File: config.mk
export PLATFORM = sky130hd
export DESIGN_NAME = wb_trace_buffer_flat
export DESIGN_NICKNAME = d
export VERILOG_FILES = /design/src/rtl/wb_trace_buffer_if.sv /design/src/rtl/wb_trace_buffer.sv /design/src/flat_wrapper.sv
export SDC_FILE = /design/constraint.sdc
export NUM_CORES = 1
export LEC_CHECK = 0
export BUFFER_PORTS_ARGS = -buffer_cell sky130_fd_sc_hd__buf_4
export CAP_MARGIN = 20
export CORE_ASPECT_RATIO = 0.75
export CORE_MARGIN = 5
export CORE_UTILIZATION = 53
export CTS_BUF_LIST = sky130_fd_sc_hd__clkbuf_4 sky130_fd_sc_hd__clkbuf_8
export DETAILED_ROUTE_END_ITERATION = 10
export PLACE_DENSITY = 0.79
export SETUP_SLACK_MARGIN = 0.3
export SLEW_MARGIN = 5
export SYNTH_ARGS = -nofsm -noshare
export SYNTH_HDL_FRONTEND = slang
export SYNTH_SLANG_ARGS = --single-unit
File: constraint.sdc
create_clock -name clk -period 9.2 [get_ports clk]
set_input_delay 0.92 -clock clk [delete_from_list [all_inputs] [get_ports clk]]
set_output_delay 0.92 -clock clk [all_outputs]
set_load 0.03 [all_outputs]
File: src/rtl/wb_trace_buffer_if.sv
// Trace output stream: head entry of the capture FIFO presented with valid/ready.
interface wb_trace_buffer_if;
  logic        out_valid;
  logic        out_ready;
  logic        out_kind;
  logic [31:0] out_pc;
  logic [31:0] out_addr;
  logic [31:0] out_data;

  modport master (
    output out_valid, out_kind, out_pc, out_addr, out_data,
    input  out_ready
  );

  modport slave (
    input  out_valid, out_kind, out_pc, out_addr, out_data,
    output out_ready
  );
endinterface

File: src/rtl/wb_trace_buffer.sv
// Captures GRF writebacks and DM stores from the core into a FIFO for the trace checker.
// Never stalls the core: lost events are reported through sticky overflow/collide flags.
module wb_trace_buffer #(
  parameter int DEPTH       = 16,
  parameter int FILTER_ZERO = 1
) (
  input  logic                     clk,
  input  logic                     reset,
  input  logic                     grf_we,
  input  logic [31:0]              grf_pc,
  input  logic [4:0]               grf_addr,
  input  logic [31:0]              grf_wd,
  input  logic                     dm_we,
  input  logic [31:0]              dm_pc,
  input  logic [31:0]              dm_addr,
  input  logic [31:0]              dm_wd,
  wb_trace_buffer_if.master        trace,
  output logic [$clog2(DEPTH):0]   count,
  output logic                     overflow,
  output logic                     collide,
  output logic [31:0]              event_cnt
);

  localparam int AW = $clog2(DEPTH);
  localparam int CW = AW + 1;

  typedef struct packed {
    logic        kind;
    logic [31:0] pc;
    logic [31:0] addr;
    logic [31:0] data;
  } entry_t;

  entry_t         mem [DEPTH];
  logic [AW-1:0]  wr_ptr;
  logic [AW-1:0]  rd_ptr;
  entry_t         new_entry;
  entry_t         head;
  logic           grf_cand;
  logic           dm_cand;
  logic           full;
  logic           pop;
  logic           push;
  logic           drop;

  always_comb begin
    grf_cand = grf_we && ((FILTER_ZERO == 0) || (grf_addr != 5'd0));
    dm_cand  = dm_we;
    full     = (count == CW'(DEPTH));
    pop      = (count != '0) && trace.out_ready;
    // A pop on a full FIFO frees the slot in time for this cycle's event.
    push     = (grf_cand || dm_cand) && (!full || pop);
    drop     = (grf_cand || dm_cand) && full && !pop;
    if (grf_cand) begin
      new_entry = '{kind: 1'b0, pc: grf_pc, addr: {27'd0, grf_addr}, data: grf_wd};
    end else begin
      new_entry = '{kind: 1'b1, pc: dm_pc, addr: dm_addr, data: dm_wd};
    end
  end

  always_ff @(posedge clk) begin
    if (!reset && push) begin
      mem[wr_ptr] <= new_entry;
    end
  end

  always_ff @(posedge clk) begin
    if (reset) begin
      wr_ptr    <= '0;
      rd_ptr    <= '0;
      count     <= '0;
      overflow  <= 1'b0;
      collide   <= 1'b0;
      event_cnt <= '0;
    end else begin
      if (push) begin
        wr_ptr    <= wr_ptr + AW'(1);
        event_cnt <= event_cnt + 32'd1;
      end
      if (pop) begin
        rd_ptr <= rd_ptr + AW'(1);
      end
      case ({push, pop})
        2'b10:   count <= count + CW'(1);
        2'b01:   count <= count - CW'(1);
        default: count <= count;
      endcase
      if (drop) begin
        overflow <= 1'b1;
      end
      if (grf_cand && dm_cand) begin
        collide <= 1'b1;
      end
    end
  end

  // Head is read straight from memory; stale contents while empty are harmless.
  always_comb begin
    head            = mem[rd_ptr];
    trace.out_valid = (count != '0);
    trace.out_kind  = head.kind;
    trace.out_pc    = head.pc;
    trace.out_addr  = head.addr;
    trace.out_data  = head.data;
  end

endmodule
File: src/flat_wrapper.sv
// flat-port wrapper written by rule: the top's interface ports become plain ports
module wb_trace_buffer_flat 
#(
  parameter int DEPTH       = 16,
  parameter int FILTER_ZERO = 1
)
  (clk, reset, grf_we, grf_pc, grf_addr, grf_wd, dm_we, dm_pc, dm_addr, dm_wd, count, overflow, collide, event_cnt, trace_out_valid, trace_out_kind, trace_out_pc, trace_out_addr, trace_out_data, trace_out_ready);
  wb_trace_buffer_if trace_i ();
  input  logic clk;
  input  logic reset;
  input  logic grf_we;
  input  logic [31:0] grf_pc;
  input  logic [4:0] grf_addr;
  input  logic [31:0] grf_wd;
  input  logic dm_we;
  input  logic [31:0] dm_pc;
  input  logic [31:0] dm_addr;
  input  logic [31:0] dm_wd;
  output logic [$clog2(DEPTH):0] count;
  output logic overflow;
  output logic collide;
  output logic [31:0] event_cnt;
  output wire logic [$bits(trace_i.out_valid)-1:0] trace_out_valid;
  output wire logic [$bits(trace_i.out_kind)-1:0] trace_out_kind;
  output wire logic [$bits(trace_i.out_pc)-1:0] trace_out_pc;
  output wire logic [$bits(trace_i.out_addr)-1:0] trace_out_addr;
  output wire logic [$bits(trace_i.out_data)-1:0] trace_out_data;
  input wire logic [$bits(trace_i.out_ready)-1:0] trace_out_ready;
  assign trace_out_valid = trace_i.out_valid;
  assign trace_out_kind = trace_i.out_kind;
  assign trace_out_pc = trace_i.out_pc;
  assign trace_out_addr = trace_i.out_addr;
  assign trace_out_data = trace_i.out_data;
  assign trace_i.out_ready = trace_out_ready;
  wb_trace_buffer #(.DEPTH(DEPTH), .FILTER_ZERO(FILTER_ZERO)) u_core (.clk(clk), .reset(reset), .grf_we(grf_we), .grf_pc(grf_pc), .grf_addr(grf_addr), .grf_wd(grf_wd), .dm_we(dm_we), .dm_pc(dm_pc), .dm_addr(dm_addr), .dm_wd(dm_wd), .trace(trace_i), .count(count), .overflow(overflow), .collide(collide), .event_cnt(event_cnt));
endmodule
After elaboration in Yosys (flattened, before gate mapping)
Memory sizes are Yosys's and may differ from the RTL's. A register that Yosys moved wholly into a read port is not among the register bits.
Cells that the tools add are included.
{"block": "totals", "ff_bits": 47, "ram_bits": 1552, "word_cells": 36, "mem_count": 1}
{"name": "u_core.mem", "words": 16, "word_bits": 97, "rd": 1, "rd_ports_with_merged_regs": 1, "wr": 1, "line_no": "wb_trace_buffer.sv:34", "rtl": "entry_t mem [DEPTH];"}
{"block": "op_classes", "n_addsub": 5, "n_eq_ne": 3, "n_mux": 6, "n_reduce_logical": 15}
{"cell": "2-to-1 mux 97 bit", "count": 1}
{"cell": "adder 32 x 1 -> 32 bit, second input constant", "count": 1}
{"cell": "one-hot mux 5 bit (2 select lines)", "count": 1}
{"cell": "nonzero test 5 bit", "count": 2}
{"cell": "adder 4 x 1 -> 4 bit, second input constant", "count": 2}
{"cell": "2-to-1 mux 4 bit", "count": 2}
{"cell": "logical AND 1 bit", "count": 7}
{"cell": "adder 5 x 1 -> 5 bit, second input constant", "count": 1}
{"cell": "equality test 5 bit, second input constant", "count": 1}
{"cell": "subtractor 5 x 1 -> 5 bit, second input constant", "count": 1}
{"cell": "zero test 1 bit", "count": 3}
{"cell": "equality test 2 x 1 -> 1 bit, second input constant", "count": 1}
{"cell": "equality test 2 bit, second input constant", "count": 1}
{"cell": "logical OR 1 bit", "count": 2}
{"cell": "2-to-1 mux 1 bit", "count": 2}
{"cell": "nonzero test 2 bit", "count": 1}

Logic depth before layout (Yosys ltp)
{"block": "logic_depth", "depth_word": 7, "mapped_depth": 11, "depth_no_buf": 9}

Worst setup path before layout
OpenSTA, ideal clock, no wires.
{"block": "synth_path", "path_type": "input-to-reg", "start": "input grf_we", "end": "memory u_core.mem[12][0] (netlist name), enable pin", "setup_time_ps": 671, "arrival_ps": 8384, "setup_slack_ps": 144, "path_stages": 6, "cell_sequence": "buf_2 -> nor2_1 -> a21oi_2 -> buf_2 -> nand2_1 -> nor3_1"}
{"block": "synth_via", "elab_chain_len": 6}
{"item": "from (decl)", "line_no": "flat_wrapper.sv:11", "rtl": "input logic grf_we;"}
{"item": "logical AND 1 bit", "line_no": "wb_trace_buffer.sv:47", "rtl": "grf_cand = grf_we && ((FILTER_ZERO == 0) || (grf_addr != 5'd0));"}
{"item": "logical OR 1 bit", "line_no": "wb_trace_buffer.sv:52", "rtl": "push = (grf_cand || dm_cand) && (!full || pop);"}
{"item": "logical AND 1 bit", "line_no": "wb_trace_buffer.sv:52"}
{"item": "logical AND 1 bit", "line_no": "wb_trace_buffer.sv:62", "rtl": "if (!reset && push) begin"}
{"item": "2-to-1 mux 1 bit", "line_no": "wb_trace_buffer.sv:62"}
{"item": "2-to-1 mux 1 bit (not written as such)", "line_no": "wb_trace_buffer.sv:63", "rtl": "mem[wr_ptr] <= new_entry;"}
{"item": "to (decl)", "line_no": "wb_trace_buffer.sv:34"}
Every way passes these cells.

==> results.yml <==
global_route:
  grt_pass1_vias: 31250
  gr-total-overflow: 0
  grt_max_degree: 137
  grt_usage_pct: 22.35
  grt_pass1_wl_mm: 202.5
  antenna_found_initial: 4
sta:
  worst_slew_pin_slew_ns: 1.191
  tns_ns: 0
  skew_ns: 0.03903
  finalSetupViolCount: 0
  fin_crit_ns: 5.152
  fmax_ghz: 0.1941
  timing.slew.headroom_pct: 20.58
  slew_violations: 0
  finalHoldViolations: 0
  rsz0062_at_grt: "no"
  timing.final.crit_share_pct: 56.00
placement:
  gp_congestion: 0.8287
  hpwl_mm: 73.87
  portBuffers: 306
synth:
  syn_area_um2: 61690
  yosysUniqueCellTypes: 45
  synth_edf_count: 1552
  synth_top_area_cell: "edfxtp_1"
  ys_seq_area_share_pct: 77.21
  async_flop_share_pct: 0
  synth_area_leaders: "edfxtp_1 (76%), mux4_2 (18%), dfxtp_1 (1.7%)"
  synth.top_cell.area_share_pct: 75.55
  syn_inst: 2716
  syn_nets: 2896
  ys_ff_latch: 1603
  syn_avg_cell_area_um2: 22.71
  synth_flop_cell: "edfxtp_1"
  yosysWarnings: 0
clocking:
  cts_resized: 0
  cts_root_buf: "clkbuf_8"
  h-tree-depth: 4
  cts_tree: "done"
  cts.clk_slew.worst_paths_ns: 0.06
  clockBufferDepth: 3
  cts.sinks: 1603
  postCtsHoldBufs: 0
  clock_latency_ns: 0.90
  cts_inserted_buffers: 224
  cts_setup_buffers: 0
setup_path:
  start_kind: "register"
  regToRegSetupSlack_ns: 5.11
  r2r_cells: 7
  cp.required_ns: 8.28
  crit_type: "reg2out"
  crit_path_max_incr_delay_ns: 0.74
  reg2reg_to: "u_core.mem[0][93]"
  worst_path_max_delay_cell: "buf_12"
  path_cells: "buf_4 > buf_12 > mux4_2 > mux4_2 > buf_4"
  r2r-start: "u_core.count[0]"
  cp_max_fo: 116
  worstPathArrival_ns: 4.23
  crit_path_end_kind: "primary output"
min_path:
  holdPathEnd: "u_core.collide"
  hp-start: "dm_we"
  whs_path_depth: 3
  min_path_type: "in2reg"
layout:
  fin_nets: 3337
  layout_common_cells: "edfxtp_1 (1552), mux4_2 (485), buf_4 (344)"
  final_common_cell: "edfxtp_1"
  layout-drive-gt1-share_pct: 36.71
  area_growth_pct: 14.19
detailed_routing:
  avgRoutedWirePerCell_um: 28.05
  drt_iter0_markers: 3228
  antenna_left: 0
  vias: 29570
  firstDrtPassIters: 6
  drc: 0
  viasPerCell: 6.056
  routed_wl_mm: 137.0
power_and_ir_drop:
  power_w: 0.01699
  p_per_area_nw_per_um2: 241.2
  vdd_drop_max_mv: 0.1843
  leakage_nw: 22.35
floorplan:
  core_area_um2: 115700
  dieArea_um2: 123400
  chipHeight_um: 305.5
  die_x_um: 403.9
  start_util_pct: 53.33
  row_count: 108
  ios: 307
run:
  maxCapViolCount: 0
run_status:
  outcome: "finished, final reports clean"
-- how the worst max path moves through the flow --
stage / to / slack [ns] / cells past startpoint
floorplan: u_core.mem[15][0] / 0.18 / 6
detailed placement: u_core.mem[0][18] / 4.34 / 8
global placement: u_core.mem[0][18] / 4.45 / 8
finish: trace_out_data[13] / 4.05 / 5
global route: trace_out_data[16] / 3.70 / 5
CTS: trace_out_data[13] / 3.88 / 5
-- final cells by class --
type                            instances  area, µm²
Antenna cell                            3      7.507
Clock buffer                          301       3692
Clock inverter                        108      780.7
Fill cell                            7620      45230
Inverter                               10      38.79
Multi-Input combinational cell        964      13550
Sequential cell                      1603      47640
Tap cell                             1540       1927
Timing Repair Buffer                  354       2798
-- Yosys cell counts, types with 7 or more instances --
cell type,count
and2_1,28
nor3_1,7
nor2_1,48
inv_1,9
xor2_1,9
nand2_1,225
mux4_2,485
ha_1,9
nand4_1,16
dfxtp_1,51
clkbuf_1,83
or3_1,12
nand3_1,13
edfxtp_1,1552
o21ai_0,11
nor4_1,14
a21oi_1,23
buf_2,54
xnor2_1,14
-- stage by stage --
stage	hold WS (ns)	setup WS [ns]	instance area [µm²]	util, %	std cells
finish	0.3261	4.048	70440	60.89	4883
global placement	0.4542	4.447	65900	56.97	4469
floorplan	0.4678	0.1752	61690	-	2716
CTS	0.2306	3.878	70380	60.84	4878
detailed placement	0.4817	4.339	65900	56.97	4469
global route	0.2962	3.703	70440	60.89	4882
-- state kept, by name (all words and copies together), names as in the netlist, named ones only --
signal / count
u_core.rd_ptr: 4
u_core.count: 5
u_core.event_cnt: 32
u_core.mem: 1552
u_core.wr_ptr: 4
u_core.collide: 1
u_core.overflow: 1
-- where the power goes --
part           leakage [nW]  internal (W)  switching (W)
Clock                  2.36       0.00287        0.00260
Sequential             14.5       0.00822      0.0000837
Combinational          5.47       0.00151        0.00172
Total                  22.4        0.0126        0.00440
-- critical path: cells and delay by family (launching register included) --
| family | cells | cell delay (ns) |
|---|---|---|
| flops | 1 | 0.34 |
| buf+inv | 3 | 1.64 |
| mux | 2 | 1.19 |
-- kinds of logic after synthesis --
group / Yosys count / synth area share (%)
buffers and inverters: 149 / 1.030
flip-flops: 1603 / 77.21
XOR/XNOR: 23 / 0.3266
AND/OR/NAND/NOR: 393 / 2.935
multiplexers: 493 / 17.86
AO/OA/AOI/OAI: 45 / 0.4239
adder cells (fa/ha/maj): 10 / 0.2150
-- routing by layer --
layer	global-route usage [%]	wire length, µm	up-vias
li1	-	-	12320
met1	30.87	52540	15490
met2	36.03	67810	1529
met3	4.806	12470	220
met4	7.828	4040	4
met5	0.6484	126	-
(Power assumes the default switching activity.)
